==> src/rtl/mac_sequencer.sv <==
// Sequences an external registered multiply-add unit through one bias-seeded dot product per job.
// Define MAC_SEQUENCER_RELU_EN to clamp negative results to zero before they are presented.
module mac_sequencer #(
    parameter int DATA_W   = 8,
    parameter int ACC_W    = 24,
    parameter int MAX_TAPS = 25,
    parameter int CNT_W    = 5
) (
    input  logic              clock,
    input  logic              reset_n,
    input  logic              start,
    input  logic [CNT_W-1:0]  cfg_taps,
    input  logic [ACC_W-1:0]  cfg_bias,
    output logic              busy,
    input  logic              in_valid,
    output logic              in_ready,
    input  logic [DATA_W-1:0] in_a,
    input  logic [DATA_W-1:0] in_b,
    output logic              out_valid,
    input  logic              out_ready,
    output logic [ACC_W-1:0]  out_data,
    output logic [DATA_W-1:0] mult_dataa,
    output logic [DATA_W-1:0] mult_datab,
    output logic [ACC_W-1:0]  mult_sum,
    output logic              mult_aclr,
    input  logic [ACC_W-1:0]  mult_result
);

    typedef enum logic [1:0] {IDLE, ACCUM, DRAIN, HOLD} state_t;

    state_t             state_reg, state_next;
    logic [CNT_W-1:0]   taps_reg, count_reg, taps_clamped;
    logic [ACC_W-1:0]   bias_reg, out_data_reg, drain_value;
    logic               last_tap;

    assign last_tap  = (count_reg == taps_reg - CNT_W'(1));
    assign mult_aclr = ~reset_n;
    assign out_data  = out_data_reg;

    // A zero tap count still runs one tap; oversize requests saturate at the kernel size.
    always_comb begin
        taps_clamped = cfg_taps;
        if (cfg_taps == '0)
            taps_clamped = CNT_W'(1);
        else if (cfg_taps > CNT_W'(MAX_TAPS))
            taps_clamped = CNT_W'(MAX_TAPS);
    end

`ifdef MAC_SEQUENCER_RELU_EN
    assign drain_value = mult_result[ACC_W-1] ? '0 : mult_result;
`else
    assign drain_value = mult_result;
`endif

    always_ff @(posedge clock) begin
        if (!reset_n)
            state_reg <= IDLE;
        else
            state_reg <= state_next;
    end

    always_comb begin
        state_next = state_reg;
        case (state_reg)
            IDLE:    if (start) state_next = ACCUM;
            ACCUM:   if (in_valid && last_tap) state_next = DRAIN;
            DRAIN:   state_next = HOLD;
            HOLD:    if (out_ready) state_next = IDLE;
            default: state_next = IDLE;
        endcase
    end

    // The multiply-add unit updates every clock, so non-issue cycles feed back
    // its own result with a zero product to keep it steady.
    always_comb begin
        busy       = 1'b0;
        in_ready   = 1'b0;
        out_valid  = 1'b0;
        mult_dataa = '0;
        mult_datab = '0;
        mult_sum   = mult_result;
        if (!reset_n) begin
            mult_sum = '0;
        end else begin
            case (state_reg)
                ACCUM: begin
                    busy     = 1'b1;
                    in_ready = 1'b1;
                    if (in_valid) begin
                        mult_dataa = in_a;
                        mult_datab = in_b;
                        mult_sum   = (count_reg == '0) ? bias_reg : mult_result;
                    end
                end
                DRAIN: busy = 1'b1;
                HOLD: begin
                    busy      = 1'b1;
                    out_valid = 1'b1;
                end
                default: ;
            endcase
        end
    end

    always_ff @(posedge clock) begin
        if (!reset_n) begin
            taps_reg     <= '0;
            bias_reg     <= '0;
            count_reg    <= '0;
            out_data_reg <= '0;
        end else begin
            case (state_reg)
                IDLE: if (start) begin
                    taps_reg  <= taps_clamped;
                    bias_reg  <= cfg_bias;
                    count_reg <= '0;
                end
                ACCUM: if (in_valid) count_reg <= count_reg + CNT_W'(1);
                DRAIN: out_data_reg <= drain_value;
                default: ;
            endcase
        end
    end

endmodule

==> config.mk <==
export PLATFORM = sky130hd
export DESIGN_NAME = mac_sequencer
export DESIGN_NICKNAME = d
export VERILOG_FILES = /design/src/rtl/mac_sequencer.sv
export SDC_FILE = /design/constraint.sdc
export NUM_CORES = 1
export LEC_CHECK = 0
export CORE_MARGIN = 1.5
export CORE_UTILIZATION = 35
export DETAILED_ROUTE_END_ITERATION = 8
export PLACE_DENSITY = 0.71
export SYNTH_ARGS = -nofsm -noshare
export SYNTH_HDL_FRONTEND = slang
export SYNTH_SLANG_ARGS = --single-unit
==> constraint.sdc <==
create_clock -name clock -period 5.18 [get_ports clock]
set_input_delay 1.036 -clock clock [delete_from_list [all_inputs] [get_ports clock]]
set_output_delay 1.036 -clock clock [all_outputs]
set_load 0.1 [all_outputs]
==> flow_summary_export.csv, run 1 <==
group,metric,value,unit
min_path,min_to,"bias_reg[2]",
sta,setup_tns,0,ns
run_status,status,"finished, final reports clean",
sta,skew,0.00432,ns
placement,dp_slack,1.03,ns
die,dieArea,8870,um2
final_layout,drive_gt1_share,13.2,%
worst_setup_path,required,4.14,ns
routing,wl_per_cell,13.6,um
cts,root_buffer,"clkbuf_8",
sta,finalHoldViolations,0,
sta,fin_crit_sh,79.1,%
sta,grt_setup_unrepaired,"false",
routing,wirelength,8350,um
yosys,avgSynthCellArea,7.76,um2
sta,setup_violations,0,
final_layout,final_cells,612,
yosys,yosys.area.top_type_share,41.3,%
worst_setup_path,worst-path-max-fanout,24,
global_route,antenna_found_initial,0,
yosys,synth_nets,457,
worst_setup_path,cp-end-kind,"output pin",
yosys,ys_ff_latch,60,
min_path,hp-class,"reg -> reg",
cts,tritoncts,"built",
final_layout,area_growth,52.6,%
worst_setup_path,max_stage_delay,0.79,ns
placement,numPlacedInstances,596,
routing,drt_iter0_drc,98,
sta,timing.fmax,244,MHz
final_layout,register_area,1200,um2
cts,cts_sinks,60,
die,io_pins,142,
worst_setup_path,r2r-start,"state_reg[0]",
routing,drtAntennaViolNets,0,
global_route,overflow,0,
power,ir_drop,0.198,mV
worst_setup_path,worstPathCellList,"clkdlybuf4s50_1 > and3_1 > nand2_1 > a21oi_1 > buf_4",
worst_setup_path,crit_family,"simple AND/OR/NAND/NOR gates",
yosys,syn_inst,375,
yosys,synthTopCellsByArea,"dfxtp_1 (41%), nand2_1 (14%), mux2i_1 (9.6%), a21oi_1 (8.8%), nor2_1 (4.6%)",
min_path,min-delay-start,"bias_reg[2]",
die,die_y,94.2,um
cts,cts_buffer_depth,2,
final_layout,diodes,0,
die,fp.coreArea,8130,um2
sta,hold_ws,0.456,ns
sta,timing.final.ws_setup,1.08,ns
worst_setup_path,cp_num_buf_inv,2,
cts,clkLatencyLatePin,0.34,ns
cts,cts_hold_buf,0,
flow_run,max_cap_viol_count,0,
yosys,syn_area,2910,um2
worst_setup_path,crit_type,"in -> out",
routing,firstDrtPassIters,5,
sta,slew-limit-headroom,26.9,%
power,p_leak,1.81,nW
routing,drc,0,
global_route,grt_pass1_wl,12900,um
routing,via_per_inst,4.79,
placement,numPortBuffers,141,
yosys,synth.yosys.seq_area_share,41.3,%
placement,place_hpwl,5910,um
global_route,grt_use_total,18.8,%
yosys,yosys_warnings,0,
power,power_density,473,nW/um2
die,dieWidth,94.2,um
placement,gp_congestion,0.759,
sta,finalCriticalPeriod,4.10,ns
cts,cts_setup_buffers,0,
worst_setup_path,worstReg2RegEnd,"count_reg[2]",
die,row_count,33,
worst_setup_path,arrival,3.06,ns
worst_setup_path,start_kind,"input pin",
yosys,yosysTopAreaCell,"dfxtp_1",
routing,num_vias,2931,
cts,numCtsBuffers,9,
sta,slew_viol_final,0,
cts,cts_resized,0,
cts,clkSlewWorstSetupHoldPaths,0.07,ns
worst_setup_path,reg2reg_depth,5,
power,p_total,2.10,mW
min_path,min_delay_path_depth,2,
yosys,ys_types,34,
worst_setup_path,reg2reg_setup_slack,2.97,ns
die,initial_core_util,35.8,%
sta,worst_pin_slew,1.09,ns
final_layout,nets,584,
final_layout,nFillCells,757,
global_route,grt_pass1_vias,2644,
final_layout,multi_input_area,1560,um2
global_route,grt_max_degree,66,
worst_setup_path,slowest_stage,"and3_1",
cts,htree_levels,3,
cell usage in the layout, fill, tap and decap left out, drive strengths merged, types with 2 or more instances in the layout:
master	count
nor2	36
a22oi	2
ha	8
buf	45
mux2i	28
nor4	2
clkbuf	10
nand2	105
xnor2	2
clkdlybuf4s50	97
and3	2
nand4	2
o21ai	2
a21oi	52
dfxtp	60
a41oi	2
clkinv	4
and2	18
inv	10
a211oi	2
xor2	7
nand3	2
per-stage QoR:
step	area [um2]	utilization (%)
floorplan	2910	-
global placement	4250	52.2
detailed placement	4250	52.2
CTS	4440	54.6
global route	4440	54.6
finish	4440	54.6
synthesized netlist by cell type (all sizes together):
library cell,n
nand2,105
dfxtp,60
a21oi,52
nor2,36
mux2i,28
and2,18
clkbuf,17
inv,10
buf,9
ha,8
xor2,7
a211oi,2
a22oi,2
a41oi,2
and3,2
nand3,2
nand4,2
nor4,2
o21ai,2
xnor2,2
a221oi,1
a22o,1
a31oi,1
nor3,1
nor4b,1
o211a,1
o21ba,1
per-layer routing:
metal / global-route usage [%] / up-vias / part of all wire (%)
met4: 5.72 / 0 / 1.0
li1: - / 1483 / -
met2: 30.8 / 121 / 45
met1: 23.2 / 1318 / 44
met5: 0 / - / 0
met3: 6.31 / 9 / 9.5
cells by family (layout without fill, tap and decap cells):
logic type,after synthesis,count (layout),synth area share (%)
AO/OA/AOI/OAI,65,65,13.2
XOR/XNOR,9,9,2.71
adder cells (fa/ha/maj),8,8,3.44
buffers and inverters,36,168,5.33
flip-flops,60,60,41.3
multiplexers,28,28,9.63
AND/OR/NAND/NOR,169,169,24.4
power by group:
part           switching, mW  internal, mW  leakage [nW]
combinational          0.792         0.308          1.22
clock                  0.191         0.222        0.0962
sequential            0.0470         0.540         0.489
area by class of cell:
class,count,area share [%]
Inverter,10,0.846
Clock inverter,6,1.47
Multi-Input combinational cell,279,35.0
Tap cell,105,2.96
Sequential cell,60,27.1
Clock buffer,10,2.87
Timing Repair Buffer,142,29.8
tightest hold or removal path: cells and delay by family, from the launching register on:
family             cells  cell delay [ns]
DFF                    1             0.31
and+or+nand+nor        1             0.05
AOI/OAI and AO/OA      1             0.05
how the worst max path moves through the flow:
stage               startpoint      endpoint  slack, ns  cells past startpoint
floorplan              reset_n          busy       0.70                      4
global placement      in_valid  mult_sum[19]       1.09                      5
detailed placement    in_valid  mult_sum[19]       1.03                      5
global route          in_valid  mult_sum[21]       0.87                      5
finish                in_valid  mult_sum[20]       1.08                      5
CTS                   in_valid  mult_sum[19]       1.03                      5
No activity file was read; power rests on OpenSTA's default activity.
==> run 2, diff against run 1 <==
Clock period 5.18 ns to 3.8 ns, I/O delays scaled along.
==> run 2 against run 1 <==
Net effect: design area grew 13%; clock power increased by 41%; clock-buffer cell count fell by 1; first-iteration DRC count is 53% higher; power is 45% higher; cell count increased by 0.82%; register-to-register slack worse by 1.1 ns; critical path depth rose by 1; sequential power grew 37%; combinational power increased by 52%; sequential share of layout area shrank 3.2 points; die area unchanged; critical path type unchanged.
==> flow_summary_export.csv, run 2 (synthesis results as in run 1) <==
group,metric,value,unit
run_status,status,"finished, final reports clean",
power,power_frac_clock,19.0,%
placement,gp_congestion,0.763,
final_layout,area_growth,73.0,%
cts,cts_resized,0,
die,initial_core_util,35.8,%
global_route,grt_pass1_vias,2930,
routing,drt_iter0_drc,150,
placement,numPlacedInstances,601,
sta,slew-limit-headroom,29.6,%
routing,via_per_inst,4.86,
sta,finalCriticalPeriod,3.10,ns
final_layout,mostFrequentLayoutCells,"nand2_1 (105), clkdlybuf4s50_1 (97), dfxtp_1 (60)",
worst_setup_path,required,3.04,ns
sta,fin_crit_sh,81.7,%
sta,setup_tns,0,ns
power,swShare,47.9,%
worst_setup_path,arrival,2.34,ns
cts,tritoncts,"built",
routing,firstDrtPassIters,4,
cts,cts_hold_buf,0,
cts,clkSlewWorstSetupHoldPaths,0.07,ns
die,row_count,33,
final_layout,design_area,5030,um2
cts,root_buffer,"clkbuf_8",
sta,skew,0.0115,ns
sta,hold_ws,0.455,ns
die,dieArea,8870,um2
placement,dp_slack,0.696,ns
sta,setup_violations,0,
global_route,grt_max_degree,36,
worst_setup_path,cp-end-kind,"output pin",
global_route,antenna_found_initial,0,
worst_setup_path,start_kind,"input pin",
final_layout,final_common_cell,"nand2_1",
global_route,grt_pass1_wl,14100,um
global_route,overflow,0,
sta,finalHoldViolations,0,
placement,placed_area,4830,um2
final_layout,final_cells,617,
cts,htree_levels,3,
cts,cts_setup_buffers,0,
final_layout,postLayoutCoreUtil,61.9,%
die,io_pins,142,
placement,place_hpwl,6580,um
final_layout,nFillCells,666,
power,p_total,3.05,mW
power,p_int,1.59,mW
power,combPwrFrac,54.7,%
cts,clkLatencyLatePin,0.34,ns
routing,wl_per_cell,14.6,um
power,seqPwrFrac,26.3,%
die,dieWidth,94.2,um
sta,timing.final.ws_setup,0.696,ns
power,power_density,606,nW/um2
min_path,min-delay-start,"bias_reg[0]",
routing,drtAntennaViolNets,0,
routing,drc,0,
worst_setup_path,worst-path-max-fanout,14,
die,fp.coreArea,8130,um2
cts,cts_sinks,60,
sta,timing.fmax,322,MHz
power,power.switching,1.46,mW
routing,wirelength,8980,um
cts,cts_buffer_depth,2,
die,die_y,94.2,um
cts,numCtsBuffers,9,
placement,numPortBuffers,141,
min_path,hp-class,"reg -> reg",
sta,grt_setup_unrepaired,"false",
routing,num_vias,2996,
final_layout,diodes,0,
power,ir_drop,0.291,mV
power,p_leak,1.97,nW
worst_setup_path,r2r-start,"state_reg[0]",
global_route,grt_use_total,20.6,%
sta,slew_viol_final,0,
final_layout,drive_gt1_share,14.3,%
worst_setup_path,cp-startpoint,"in_valid",
final_layout,nets,589,
worst_setup_path,crit_type,"in -> out",
sta,worst_pin_slew,1.06,ns
flow_run,max_cap_viol_count,0,
-- run 2: cell count changes in the layout (fill, tap and decap cells not counted), sizes merged --
cell / delta
inv: +1
clkinvlp: +2
clkinv: -2
buf: +5
clkbuf: -1
-- run 2: metal layers --
metal  vias to the layer above  routed length (um)  GRT usage (%)  part of all wire, %
met4                         0                  87           5.85                 0.97
met3                         9                 713           5.99                  7.9
met1                      1374                3960           25.0                   44
met2                       124                4220           35.1                   47
li1                       1489                   -              -                    -
met5                         -                   0              0                    0
-- run 2: path summary, 6_finish.rpt --
path | endpoint | slack [ns] | cells past startpoint
hold / removal | bias_reg[0] | 0.45 | 2
setup reg to reg | bias_reg[22] | 1.84 | 5
setup / recovery | mult_sum[20] | 0.70 | 6
hold reg to reg | bias_reg[0] | 0.45 | 2
-- run 2: cell type report --
class,count,area [um2],area share (%)
multi-input combinational,279,1560,30.9
timing repair buffer,147,1910,37.9
inverter,10,37.5,0.746
clock inverter,7,75.1,1.49
clock buffer,9,124,2.46
sequential,60,1200,23.9
tap,105,131,2.61
-- run 2: critical path, cell delays in order --
cell,delay [ns]
clkdlybuf4s50_1,0.58
and3_1,0.24
buf_4,0.21
nand2_1,0.09
a21oi_1,0.24
buf_12,0.21
-- run 2: power by group through the flow --
stage | clock network, mW | registers, mW | logic (mW)
floorplan | 0 | 1.11 | 0.857
global placement | 0 | 0.810 | 1.65
detailed placement | 0 | 0.816 | 1.68
CTS | 0.594 | 0.802 | 1.68
global route | 0.630 | 0.815 | 1.77
finish | 0.581 | 0.802 | 1.67
==> run 3, diff against run 2 <==
Settings changed: PLACE_DENSITY 0.71 to 0.74.
Clock period 3.8 ns to 2.85 ns, I/O delays scaled along.
==> run 3 against run 2 <==
Net effect: first-iteration DRC count down 15%; sequential power grew 33%; clock-buffer cell count unchanged; hold slack better by 0.00070 ns; routed wire length down 6.5%; power is 34% higher; die area unchanged; global-route usage down 0.85 points; non-clock buffer count is 3 higher; largest cell class unchanged.
==> flow_summary_export.csv, run 3 (synthesis results as in run 1) <==
group,metric,value,unit
run_status,status,"finished, final reports clean",
final_layout,mostFrequentLayoutCells,"nand2_1 (105), clkdlybuf4s50_1 (73), dfxtp_1 (59)",
routing,wl_per_cell,13.5,um
final_layout,area_growth,75.8,%
sta,slew_viol_final,0,
cts,clkSlewWorstSetupHoldPaths,0.08,ns
min_path,hp-class,"reg -> reg",
sta,slew-limit-headroom,45.5,%
worst_setup_path,max_stage_delay,0.60,ns
sta,finalHoldViolations,0,
sta,timing.fmax,374,MHz
die,io_pins,142,
routing,firstDrtPassIters,4,
sta,skew,0.0104,ns
sta,timing.final.ws_setup,0.176,ns
sta,grt_setup_unrepaired,"false",
power,swShare,47.7,%
worst_setup_path,crit_family,"buffers and inverters",
sta,worst_pin_slew,0.818,ns
die,dieWidth,94.2,um
global_route,grt_pass1_vias,2941,
flow_run,max_cap_viol_count,0,
power,seqPwrFrac,26.2,%
power,p_total,4.09,mW
die,fp.coreArea,8130,um2
worst_setup_path,worstPathCellList,"clkdlybuf4s50_1 > and3_2 > buf_4 > nand2_1 > a21oi_2 > buf_12",
sta,finalCriticalPeriod,2.67,ns
power,combPwrFrac,55.1,%
worst_setup_path,required,2.28,ns
placement,place_hpwl,6360,um
routing,num_vias,3022,
power,power.switching,1.95,mW
die,row_count,33,
cts,cts_resized,0,
worst_setup_path,worst-path-max-fanout,10,
power,ir_drop,0.452,mV
worst_setup_path,start_kind,"input pin",
worst_setup_path,arrival,2.10,ns
routing,wirelength,8400,um
cts,cts_setup_buffers,0,
global_route,grt_use_total,19.7,%
placement,gp_congestion,0.764,
placement,placed_area,4910,um2
worst_setup_path,cp-end-kind,"output pin",
cts,cts_hold_buf,0,
sta,setup_tns,0,ns
worst_setup_path,slowest_stage,"clkdlybuf4s50_1",
sta,setup_violations,0,
global_route,antenna_found_initial,0,
global_route,grt_pass1_wl,13600,um
routing,drtAntennaViolNets,0,
die,initial_core_util,35.8,%
placement,numPortBuffers,141,
final_layout,design_area,5110,um2
final_layout,final_common_cell,"nand2_1",
routing,via_per_inst,4.87,
final_layout,nets,592,
cts,cts_sinks,60,
power,power_frac_clock,18.7,%
routing,drc,0,
worst_setup_path,crit_type,"in -> out",
final_layout,diodes,0,
power,p_leak,2.05,nW
sta,fin_crit_sh,93.8,%
power,p_int,2.14,mW
die,die_y,94.2,um
global_route,overflow,0,
power,power_density,800,nW/um2
cts,clkLatencyLatePin,0.34,ns
cts,htree_levels,3,
final_layout,drive_gt1_share,24.3,%
global_route,grt_max_degree,44,
final_layout,final_cells,620,
die,dieArea,8870,um2
routing,drt_iter0_drc,127,
cts,root_buffer,"clkbuf_8",
placement,dp_slack,0.120,ns
cts,cts_buffer_depth,2,
placement,numPlacedInstances,604,
cts,tritoncts,"built",
worst_setup_path,cp_num_buf_inv,3,
cts,numCtsBuffers,9,
-- run 3: cell types whose count changed in the layout (fill, tap and decap cells not counted), moves of 2 or more --
cell             before  now
buf_4                 5   30
buf_12               45   47
a21oi_2               1   22
nor2_1               36   34
a21oi_1              51   30
clkdlybuf4s50_1      97   73
-- run 3: power by group through the flow --
stage          combinational, mW  sequential (mW)  clock (mW)
2_1_floorplan               1.18             1.48           0
3_5_place_dp                2.27             1.09           0
4_1_cts                     2.27             1.07       0.783
6_report                    2.26             1.07       0.764
5_1_grt                     2.39             1.09       0.827
3_3_place_gp                2.24             1.08           0
-- run 3: metrics by stage --
step / hold WS, ns / util (%)
3_3_place_gp: 0.442 / 60.3
5_1_grt: 0.475 / 62.9
4_1_cts: 0.457 / 62.8
3_5_place_dp: 0.447 / 60.3
2_1_floorplan: 0.437 / -
6_report: 0.455 / 62.9
-- run 3: worst paths after layout --
kind	from	endpoint	slack, ns	cells past startpoint
max	in_valid	mult_sum[15]	0.18	6
min	bias_reg[3]	bias_reg[3]	0.46	2
max reg2reg	taps_reg[0]	state_reg[0]	0.95	7
min reg2reg	bias_reg[3]	bias_reg[3]	0.46	2
-- run 3: tightest hold or removal path, cell delays in order, from the launching register on --
cell     delay, ns
dfxtp_1       0.31
nand2_1       0.05
a21oi_1       0.05
-- run 3: area by class of cell --
type | instances | area, um2
Clock inverter | 7 | 76.3
Multi-Input combinational cell | 279 | 1650
Sequential cell | 60 | 1200
Clock buffer | 9 | 124
Fill cell | 694 | 3020
Tap cell | 105 | 131
Inverter | 10 | 37.5
Timing Repair Buffer | 150 | 1900
-- run 3: routing by layer --
metal | vias to the layer above | global-route usage (%) | share of wire (%)
li1 | 1495 | - | -
met1 | 1397 | 21.9 | 40
met2 | 118 | 33.9 | 49
met3 | 12 | 7.85 | 9.5
met4 | 0 | 6.97 | 1.8
met5 | - | 0 | 0
